--- src/rtl/instruction_encoder.sv ---
// -----------------------------------------------------------------------------
// instruction_encoder
//   Packs instruction fields plus a full-width immediate into a 32-bit RV32
//   instruction word (inverse of decode-side immediate extraction). Single
//   registered output slot with valid/ready on both sides. Immediates are
//   range-checked against the selected format; out-of-range values still pack
//   the truncated bits but raise out_err.
//
//   Optional feature macro: ENC_LI_EN
//     defined   : fmt 6 expands the LI pseudo-instruction into ADDI, LUI or
//                 LUI+ADDI (two-word sequence through the LI_LO state).
//     undefined : fmt 6 is treated as reserved (NOP_WORD, out_err=1) and the
//                 control reduces to a single IDLE state.
// -----------------------------------------------------------------------------
module instruction_encoder #(
   parameter logic [31:0] NOP_WORD = 32'h00000013
) (
   input  logic        clk,
   input  logic        rst_n,
   input  logic        in_valid,
   output logic        in_ready,
   input  logic [2:0]  in_fmt,
   input  logic [6:0]  in_opcode,
   input  logic [4:0]  in_rd,
   input  logic [4:0]  in_rs1,
   input  logic [4:0]  in_rs2,
   input  logic [2:0]  in_funct3,
   input  logic [6:0]  in_funct7,
   input  logic [31:0] in_imm,
   output logic        out_valid,
   input  logic        out_ready,
   output logic [31:0] out_instr,
   output logic        out_last,
   output logic        out_err
);

   localparam logic [2:0] FMT_R  = 3'd0;
   localparam logic [2:0] FMT_I  = 3'd1;
   localparam logic [2:0] FMT_S  = 3'd2;
   localparam logic [2:0] FMT_B  = 3'd3;
   localparam logic [2:0] FMT_U  = 3'd4;
   localparam logic [2:0] FMT_J  = 3'd5;
`ifdef ENC_LI_EN
   localparam logic [2:0] FMT_LI = 3'd6;
`endif

   localparam logic [6:0] OP_IMM = 7'b0010011;
   localparam logic [6:0] OP_LUI = 7'b0110111;

   // ---------------------------------------------------------------------------
   // Field packing and range checking helpers
   // ---------------------------------------------------------------------------

   // True when every bit of the given upper slice agrees (sign-extension holds).
   function automatic logic all_same(input logic [31:0] v, input int unsigned lsb);
      logic ones;
      logic zeros;
      ones  = 1'b1;
      zeros = 1'b1;
      for (int unsigned b = 0; b < 32; b++) begin
         if (b >= lsb) begin
            ones  = ones  & v[b];
            zeros = zeros & ~v[b];
         end
      end
      return ones | zeros;
   endfunction

   // Pack fields for the real RV32 formats; anything else becomes NOP_WORD.
   function automatic logic [31:0] pack_word(
      input logic [2:0]  fmt,
      input logic [6:0]  op,
      input logic [4:0]  rd,
      input logic [4:0]  rs1,
      input logic [4:0]  rs2,
      input logic [2:0]  f3,
      input logic [6:0]  f7,
      input logic [31:0] imm
   );
      logic [31:0] w;
      case (fmt)
         FMT_R: w = {f7, rs2, rs1, f3, rd, op};
         FMT_I: w = {imm[11:0], rs1, f3, rd, op};
         FMT_S: w = {imm[11:5], rs2, rs1, f3, imm[4:0], op};
         FMT_B: w = {imm[12], imm[10:5], rs2, rs1, f3, imm[4:1], imm[11], op};
         FMT_U: w = {imm[31:12], rd, op};
         FMT_J: w = {imm[20], imm[10:1], imm[11], imm[19:12], rd, op};
         default: w = NOP_WORD;
      endcase
      return w;
   endfunction

   // Immediate range check per format; reserved formats always flag.
   function automatic logic imm_err(input logic [2:0] fmt, input logic [31:0] imm);
      logic e;
      case (fmt)
         FMT_R:         e = 1'b0;
         FMT_I, FMT_S:  e = !all_same(imm, 11);
         FMT_B:         e = !all_same(imm, 12) || imm[0];
         FMT_J:         e = !all_same(imm, 20) || imm[0];
         FMT_U:         e = |imm[11:0];
         default:       e = 1'b1;
      endcase
      return e;
   endfunction

`ifdef ENC_LI_EN
   // ADDI rd, rs1, lo
   function automatic logic [31:0] addi_word(
      input logic [4:0]  rd,
      input logic [4:0]  rs1,
      input logic [11:0] lo
   );
      return {lo, rs1, 3'b000, rd, OP_IMM};
   endfunction

   // LUI rd, hi
   function automatic logic [31:0] lui_word(input logic [4:0] rd, input logic [19:0] hi);
      return {hi, rd, OP_LUI};
   endfunction
`endif

   // ---------------------------------------------------------------------------
   // Stage p0: combinational encode of the presented request
   // ---------------------------------------------------------------------------
   logic [31:0] enc_instr_p0;
   logic        enc_err_p0;
   logic        enc_two_p0;   // LI needs a trailing ADDI word
   logic        accept;

`ifdef ENC_LI_EN
   typedef enum logic {IDLE = 1'b0, LI_LO = 1'b1} state_t;
   state_t      state;
   logic [4:0]  li_rd;
   logic [11:0] li_lo;
   logic [19:0] li_hi_p0;
   logic        li_fits_p0;

   // Upper part rounds up when lo is negative so that LUI+ADDI rebuilds imm;
   // adding imm[11] to imm[31:12] equals (imm + 0x800)[31:12] with wraparound.
   assign li_hi_p0   = in_imm[31:12] + {19'd0, in_imm[11]};
   assign li_fits_p0 = all_same(in_imm, 11);

   assign in_ready = (state == IDLE) && (!out_valid || out_ready);
`else
   assign in_ready = !out_valid || out_ready;
`endif

   assign accept = in_valid && in_ready;

   // Select the first word of the request and whether a second word follows.
   always_comb begin
      enc_instr_p0 = pack_word(in_fmt, in_opcode, in_rd, in_rs1, in_rs2,
                               in_funct3, in_funct7, in_imm);
      enc_err_p0   = imm_err(in_fmt, in_imm);
      enc_two_p0   = 1'b0;
`ifdef ENC_LI_EN
      if (in_fmt == FMT_LI) begin
         enc_err_p0 = 1'b0;
         if (li_fits_p0) begin
            enc_instr_p0 = addi_word(in_rd, 5'd0, in_imm[11:0]);
         end else begin
            enc_instr_p0 = lui_word(in_rd, li_hi_p0);
            enc_two_p0   = (in_imm[11:0] != 12'd0);
         end
      end
`endif
   end

`ifdef ENC_LI_EN
   // Hold rd/lo of an accepted request for the trailing ADDI of an LI pair.
   always_ff @(posedge clk) begin
      if (accept) begin
         li_rd <= in_rd;
         li_lo <= in_imm[11:0];
      end
   end
`endif

   // ---------------------------------------------------------------------------
   // Stage p1: output register and LI sequencing
   // ---------------------------------------------------------------------------
   // Load accepted words, emit the pending ADDI once the LUI is consumed.
   always_ff @(posedge clk or negedge rst_n) begin
      if (!rst_n) begin
         out_valid <= 1'b0;
         out_instr <= 32'd0;
         out_last  <= 1'b0;
         out_err   <= 1'b0;
`ifdef ENC_LI_EN
         state     <= IDLE;
`endif
      end else begin
         if (accept) begin
            out_valid <= 1'b1;
            out_instr <= enc_instr_p0;
            out_err   <= enc_err_p0;
            out_last  <= !enc_two_p0;
`ifdef ENC_LI_EN
            if (enc_two_p0) begin
               state <= LI_LO;
            end
`endif
         end
`ifdef ENC_LI_EN
         else if ((state == LI_LO) && out_ready) begin
            out_valid <= 1'b1;
            out_instr <= addi_word(li_rd, li_rd, li_lo);
            out_err   <= 1'b0;
            out_last  <= 1'b1;
            state     <= IDLE;
         end
`endif
         else if (out_ready) begin
            out_valid <= 1'b0;
         end
      end
   end

endmodule

--- config.mk ---
export PLATFORM = sky130hd
export DESIGN_NAME = instruction_encoder
export DESIGN_NICKNAME = d
export VERILOG_FILES = /design/src/rtl/instruction_encoder.sv
export SDC_FILE = /design/constraint.sdc
export NUM_CORES = 1
export LEC_CHECK = 0
export CAP_MARGIN = 0
export CORE_MARGIN = 2
export CORE_UTILIZATION = 38
export CTS_CLUSTER_SIZE = 12
export DETAILED_ROUTE_END_ITERATION = 7
export PLACE_DENSITY = 0.84
export SYNTH_ARGS = -nofsm -noshare
export SYNTH_HDL_FRONTEND = slang
export SYNTH_SLANG_ARGS = --single-unit
--- constraint.sdc ---
create_clock -name clk -period 2 [get_ports clk]
set_clock_uncertainty 0.2 [all_clocks]
set_input_delay 0.3 -clock clk [delete_from_list [all_inputs] [get_ports clk]]
set_output_delay 0.3 -clock clk [all_outputs]
set_load 0.05 [all_outputs]
After elaboration in Yosys (flattened, before gate mapping)

Index checks and enable logic that the tools add are counted.

Eq/ne operators: 5
Mux-type cells: 110
Bitwise operators: 124
Reduce and logical (&&, ||, !) cells: 12

Operator list:

| operator                                       | count |
|---|---|
| case mux 32 bit (6 select lines)               | 1 |
| 2-to-1 mux 1 bit                               | 108 |
| bitwise AND 1 bit                              | 100 |
| inverter 1 bit                                 | 21 |
| OR reduction 12 bit                            | 1 |
| == test 3 x 2 -> 1 bit (second input constant) | 2 |
| == test 3 bit (second input constant)          | 2 |
| case mux 1 bit (5 select lines)                | 1 |
| logical NOT 1 bit                              | 4 |
| == test 3 x 1 -> 1 bit (second input constant) | 1 |
| logical NOT 3 bit                              | 1 |
| logical OR 1 bit                               | 3 |
| bitwise OR 1 bit                               | 3 |
| nonzero test 2 bit                             | 1 |
| OR reduction 2 bit                             | 1 |
| logical AND 1 bit                              | 1 |

Register bits after elaboration: 35
Bits of input ports: 71

Longest topological paths before layout

Gate-level depths: netlist (run 1).

Depth after elaboration: 46
Mapped depth: 6

Worst setup path after synthesis (run 1)

Ideal clock, no wire load.

Path kind: register to register
Start: reg out_valid
End: reg out_instr[16]
Setup time: 73 ps
Arrival time: 2007 ps
Slack: -280 ps
Stages on the path, launching flop included: 7
Clock period less this slack: 2280 ps
Cells stage by stage: dfrtp_1 > nand2b_1 > and2_1 > clkbuf_1 > clkbuf_1 > nor2_1 > nor2_1

Longest elaborated chain between the ends: 3

RTL lines:

| item                     | line | RTL |
|---|---|---|
| start: declaration       | 30   | `output logic out_valid,` |
| start signal: assignment | 186  | `out_valid <= 1'b0;` |
| start signal: assignment | 195  | `out_valid <= 1'b1;` |
| start signal: assignment | 215  | `out_valid <= 1'b0;` |
| logical NOT 1 bit        | 146  | `assign in_ready = !out_valid \|\| out_ready;` |
| logical OR 1 bit         | 146  |  |
| named net in_ready       | 21   | `output logic in_ready,` |
| logical AND 1 bit        | 149  | `assign accept = in_valid && in_ready;` |
| end signal: assignment   | 196  | `out_instr <= enc_instr_p0;` |
| end: declaration         | 32   | `output logic [31:0] out_instr,` |

The timed path passes the listed nets, and every way through them passes these cells.
A chain may end at the register's enable or synchronous reset.

Worst setup path after layout (run 1)

Start: in in_imm[7]
End: reg out_err

Longest elaborated chain between the ends: 2

RTL lines:

| item                            | line | RTL |
|---|---|---|
| start: declaration              | 29   | `input logic [31:0] in_imm,` |
| OR reduction 12 bit             | 101  | `FMT_U: e = \|imm[11:0];` |
| case mux 1 bit (5 select lines) | 96   | `case (fmt)` |
| end signal: assignment          | 197  | `out_err <= enc_err_p0;` |
| end: declaration                | 34   | `output logic out_err` |

Every way passes these cells.

==> results.ini, run 1 <==
[run_status]
status=finished clean

[logic_synthesis]
synth.net_count=267
synth_simple_gate_area_share_pct=17.0
synth_area_leaders=dfrtp_1 (47%), a22oi_1 (6.9%), a221oi_1 (6.6%), nor2_1 (6.1%), a22o_1 (3.8%)
synth_seq_area_share_pct=47.1
ys_types=33
synth_top_area_share_pct=47.1
synth_largest_area_cell=dfrtp_1
syn-instance-count=196
syn_area_um2=1860
synth_top_family_by_area=compound AO/OA/AOI/OAI gates
avgSynthCellArea_um2=9.48
post_synth_xor_area_fraction_pct=0.471
synth_mux_area_share_pct=0.606
ys_ff_latch=35
synth_compound_area_share_pct=31.1
synthAdderAreaFrac_pct=0
yosys_warnings=0

[clock_network]
clock_sinks=35
cts_tree=done
cts_buffers=5
htreeDepth=2
root_buffer=clkbuf_8
clkLatencyLatePin_ns=0.29
path_clk_slew_ns=0.08
cts.path.max_buffers=2

[critical_path]
worstPathCellList=dlygate4sd2_1 -> or4_4 -> o311a_1 -> a211o_1 -> o32a_1
cp-start-kind=input port
r2r_start=out_valid
slowest_stage=or4_4
arrival_ns=1.95
crit_path_start=in_imm[7]
endpoint=out_err
r2r-end=out_err
rrSetupSlack_ns=0.39
cp_slowest_stage_delay_ns=0.54
critPathKind=input port to flop
path_buf_inv=1
critPathCaptureType=flop
critPathMaxFanout=2
crit_family=compound AO/OA/AOI/OAI gates
r2r_cells=4
path_depth=5
worstPathRequired_ns=1.98

[die]
initial_utilization_pct=39.3
core-area_um2=4720
die_h_um=73.9
std_cell_rows=25
ios=107
dieArea_um2=5460
die_w_um=73.9

[final_layout]
fin_area_um2=3410
area_growth_pct=83.8
drive_gt1_share_pct=23.5
fillCellCount=376
n_antenna_cell=0
nNetsFinal=414

[global_route]
grt_pass1_vias=2192
grt_pass1_wl_mm=10.3
grt_overflow=0
grt_max_degree=36
antenna_found_initial=0
grt_use_total_pct=24.9

[timing]
post-route-period-util_pct=98.6
hold_viol_final=0
setup_slack_ns=0.0287
max_slew_margin_pct=47.7
rsz0062_at_grt=false
finalCriticalPeriod_ns=1.97
fmax_mhz=507
slew_violations=0
tightest_slew_ns=0.785
setup-violations-final=0

[route]
avgRoutedWirePerCell_um=16.3
via_per_inst=5.53
drc=0
vias=2271
antenna_left=0
drt_iter0_drc=138
drt_pre_antenna_iters=4
drt_wl_total_mm=6.69

[placed_design]
globalplace.congestion=0.908
port-buffer-count=106
place_area_um2=3270
hpwl_mm=5.10
dp_slack_ns=-0.576

[worst_hold_path]
hold_class=flop to flop

[pwr]
ir_drop_mv=0.613
power_density_nw_per_um2=749
p_leak_uw=0.00147

[flow_run]
drv_cap=0

==> worst reg2reg max path, delay by kind of cell, from the launching register on <==
family	cells	cell delay (ns)
compound gates	2	0.61
simple gates	2	0.28
flops	1	0.41
==> cell type report <==
cell class / instances / area (um2) / share of cell area (%)
timing repair buffer: 154 / 1380 / 40.5
multi-input combinational: 143 / 937 / 27.4
sequential: 35 / 877 / 25.7
tap: 67 / 83.8 / 2.46
clock buffer: 6 / 82.6 / 2.42
clock inverter: 2 / 35.0 / 1.03
inverter: 4 / 15.0 / 0.440
==> report_power, final <==
group | internal (uW) | switching, uW
Clock | 403 | 265
Sequential | 804 | 54.9
Combinational | 423 | 606
Total | 1630 | 926
==> cell usage after synthesis, drive strengths merged <==
cell    instances
a22o            8
or4             4
nand2           9
xor2            1
buf             1
o32a            2
a21oi           5
nor2           30
nand2b          4
nor3            1
a221oi         14
o41ai           1
o22a            3
mux2            1
nand4           4
o221ai          6
a22oi          17
dfrtp          35
a311oi          1
o21a            6
or3             1
nand3           3
a211o           1
nor2b           3
o21ai           9
clkbuf         13
nor4            5
inv             4
o211ai          1
o311a           1
nand3b          1
and2            1
==> registers in the layout, indices dropped and copies added, names as in the netlist <==
register	flops
out_instr	32
out_err	1
out_last	1
out_valid	1
==> how the worst min path moves through the flow <==
stage / startpoint / endpoint / depth (start not counted)
6_report: out_last / out_last / 1
3_3_place_gp: rst_n / out_instr[22] / 1
4_1_cts: out_last / out_last / 1
3_5_place_dp: rst_n / out_instr[22] / 1
5_1_grt: out_last / out_last / 1
2_1_floorplan: rst_n / out_err / 0
==> per-stage QoR <==
| step | TNS, ns | utilization (%) | total power, uW | hold slack (ns) | cells |
|---|---|---|---|---|---|
| floorplan | 0 | - | 1420 | -0.196 | 196 |
| global placement | -0.823 | 69.3 | 1880 | 0.221 | 402 |
| detailed placement | -1.46 | 69.3 | 1900 | 0.226 | 402 |
| CTS | 0 | 71.9 | 2560 | 0.269 | 411 |
| global route | 0 | 72.3 | 2660 | 0.278 | 411 |
| finish | 0 | 72.3 | 2560 | 0.267 | 411 |
==> layer usage <==
layer	track usage, %	vias to the layer above	wire length (um)
li1	-	1059	-
met1	31.9	1087	2730
met2	41.8	110	3360
met3	5.76	15	459
met4	7.68	0	140
met5	0	-	0
==> cells by family after synthesis <==
group	count (synthesis)
AND/OR/NAND/NOR	66
buffers and inverters	18
XOR/XNOR	1
multiplexers	1
flip-flops	35
AO/OA/AOI/OAI	75
==> placed cells by master (no fill, tap or decap), drive strengths merged, types with 4 or more instances in the layout <==
| master | netlist | final |
|---|---|---|
| clkdlybuf4s50 | 0 | 72 |
| buf | 1 | 65 |
| dfrtp | 35 | 35 |
| nor2 | 30 | 30 |
| a22oi | 17 | 17 |
| a221oi | 14 | 14 |
| dlygate4sd2 | 0 | 12 |
| nand2 | 9 | 9 |
| o21ai | 9 | 9 |
| a22o | 8 | 8 |
| o221ai | 6 | 6 |
| o21a | 6 | 6 |
| clkbuf | 13 | 6 |
| a21oi | 5 | 5 |
| nor4 | 5 | 5 |
| inv | 4 | 4 |
| nand4 | 4 | 4 |
| dlymetal6s2s | 0 | 4 |
| nand2b | 4 | 4 |
| or4 | 4 | 4 |
==> timing repair <==
item	in CTS	in global routing
endpoints found under the setup margin	1	6
hold endpoints to repair	35	0
buffers inserted	0	0
pin swaps	4	0
resized for setup	15	6
hold buffers	1	0
gates cloned	0	0
Note: power is estimated with default switching activity, not from simulation.
==> run 2: changes to the inputs <==
--- a/config.mk
+++ b/config.mk
@@ -5,7 +5,9 @@
 export SDC_FILE = /design/constraint.sdc
 export NUM_CORES = 1
 export LEC_CHECK = 0
+export ABC_CLOCK_PERIOD_IN_PS = 2200
 export CAP_MARGIN = 0
+export CORE_ASPECT_RATIO = 0.75
 export CORE_MARGIN = 2
 export CORE_UTILIZATION = 38
 export CTS_CLUSTER_SIZE = 12
==> constraint.sdc (replaced) <==
create_clock -name clk -period 2.2 [get_ports clk]
set_clock_uncertainty 0.2 [all_clocks]
set_input_delay 0.33 -clock clk [delete_from_list [all_inputs] [get_ports clk]]
set_output_delay 0.33 -clock clk [all_outputs]
set_load 0.05 [all_outputs]
==> run 2 against run 1 <==
Worst setup slack gained 0.022 ns; largest cell class unchanged; flip-flop and latch count is the same; cell count shrank 5.8%; highest routed layer unchanged; sequential power shrank 9.3%; clock power shrank 24%; design area shrank 2.7%; first-iteration DRC count grew 66%; count of clock-buffer cells in the layout grew 2; global-route usage shrank 0.59 points.
==> results.ini, run 2 (same netlist as run 1, synthesis figures left out) <==
[die]
die_h_um=64.6  ; -13%
std_cell_rows=21  ; -16%
ios=107  ; unchanged
die_w_um=84.7  ; +15%
core-area_um2=4570  ; -3.2%
dieArea_um2=5470  ; +0.10%
initial_utilization_pct=40.6  ; +1.3 points

[critical_path]
cp_slowest_stage_delay_ns=0.50  ; -0.04 ns
arrival_ns=2.12  ; +0.17 ns
slowest_stage=or4_4
critPathMaxFanout=2  ; unchanged
cp-start-kind=input port
worstPathRequired_ns=2.17  ; +0.19 ns
critPathKind=input port to flop
crit_family=compound AO/OA/AOI/OAI gates
path_buf_inv=1  ; unchanged
worstPathCellList=clkdlybuf4s50_1 -> or4_4 -> o311a_1 -> a211o_1 -> o32a_1
critPathCaptureType=flop

[pwr]
switchingPower_uw=822  ; -11%
comb_power_share_pct=42.1  ; +1.9 points
p_leak_uw=0.00137  ; -7.2%
clockPowerShare_pct=22.9  ; -3.3 points
cellInternalPower_uw=1410  ; -14%
total_power_uw=2230  ; -13%
power_density_nw_per_um2=671  ; -10%
seqPwrFrac_pct=35.0  ; +1.4 points
ir_drop_mv=0.463  ; -24%
swShare_pct=36.9  ; +0.63 points

[timing]
max_slew_margin_pct=46.7  ; -0.98 points
tightest_slew_ns=0.800  ; +0.0147 ns
slew_violations=0  ; unchanged
hold_ws_ns=0.279  ; +0.0122 ns
finalCriticalPeriod_ns=2.15
setup_slack_ns=0.0505  ; +0.0218 ns
setup-violations-final=0  ; unchanged
hold_viol_final=0  ; unchanged
fmax_mhz=465
rsz0062_at_grt=false
tns_ns=0  ; unchanged
post-route-period-util_pct=97.7

[global_route]
grt_overflow=0  ; unchanged
grt_use_total_pct=24.3  ; -0.59 points
use_met2_pct=40.2  ; -1.6 points
grt_util_met3_pct=7.39  ; +1.6 points
antenna_found_initial=0  ; unchanged
grt_pass1_vias=2189  ; -0.14%
grt_max_degree=36  ; unchanged
top_usage_layer=met2
grt_pass1_wl_mm=10.5  ; +1.3%
use_met1_pct=30.8  ; -1.1 points

[clock_network]
root_buffer=clkbuf_8
cts_buffers=5  ; unchanged
clkLatencyLatePin_ns=0.28  ; about the same
htreeDepth=2  ; unchanged
cts_tree=done
clock_sinks=35  ; unchanged
path_clk_slew_ns=0.07  ; about the same
cts_setup_buffers=0  ; unchanged
cts.path.max_buffers=2  ; unchanged

[final_layout]
final_cell_mix=clkdlybuf4s50_1 (95), dfrtp_1 (35), buf_4 (32)
fillCellCount=361  ; -4.0%
largest-register=out_instr
largest_reg_flops=32  ; unchanged
layout_commonest_cell=clkdlybuf4s50_1
area_growth_pct=78.9
n_antenna_cell=0  ; unchanged
nNetsFinal=400  ; -3.4%
fin_area_um2=3320  ; -2.7%
drive_gt1_share_pct=13.9  ; -9.6 points

[placed_design]
globalplace.congestion=0.810  ; -11%
dp_slack_ns=-0.465  ; +0.111 ns
port-buffer-count=106  ; unchanged
place_area_um2=3210  ; -2.0%
hpwl_mm=5.14  ; +0.67%

[route]
drt_iter0_drc=229  ; +66%
drt_wl_total_mm=6.62  ; -1.0%
drc=0  ; unchanged
avgRoutedWirePerCell_um=17.1  ; +5.1%
drt_pre_antenna_iters=4  ; unchanged
via_per_inst=5.60  ; +1.4%
vias=2168  ; -4.5%
antenna_left=0  ; unchanged

[run_status]
status=finished clean

[flow_run]
drv_cap=0  ; unchanged

[worst_hold_path]
hold_class=flop to flop

[run 2: stage by stage]
step | util, % | instances
2_1_floorplan | - | 196
3_3_place_gp | 70.1 | 378
3_5_place_dp | 70.1 | 378
4_1_cts | 72.5 | 387
5_1_grt | 72.7 | 387
6_report | 72.7 | 387
[run 2: path summary, 6_finish.rpt]
kind / startpoint / endpoint / slack (ns) / cells after the start
worst min register to register: out_last / out_last / 0.28 / 1
worst max register to register: out_valid / out_err / 0.61 / 4
worst min-delay path: out_last / out_last / 0.28 / 1
min in group asynchronous: rst_n / out_instr[1] / 0.47 / 2
worst max-delay path: in_imm[1] / out_err / 0.05 / 5
max in group asynchronous: rst_n / out_instr[21] / 0.83 / 2
[run 2: power by group through the flow]
stage                     sequential (uW)  combinational, uW  clock (uW)
after detailed placement              791                941           0
after CTS                             779                942         521
after global routing                  791                985         546
after global placement                786                926           0
after floorplan                      1100                186           0
final                                 779                939         511
[run 2: cell type report]
type,instances,area (um2),share of cell area [%]
Inverter,4,15.0,0.452
Sequential cell,35,876,26.4
Clock buffer,8,100,3.01
Multi-Input combinational cell,143,925,27.8
Tap cell,57,71.3,2.15
Timing Repair Buffer,140,1340,40.2
[run 2: what timing repair did]
| action | in CTS | in global routing |
|---|---|---|
| gates resized for setup | 8 | 3 |
| endpoints found under the hold margin | 35 | 0 |
| endpoints found under the setup margin | 1 | 1 |
| cloned | 0 | 0 |
| hold buffers | 1 | 0 |
| pin swaps | 5 | 2 |
[run 2: layer usage]
metal,part of all wire [%],wire (um)
met5,0,0
met4,0.45,30
met3,7.8,518
met2,49,3250
met1,43,2820
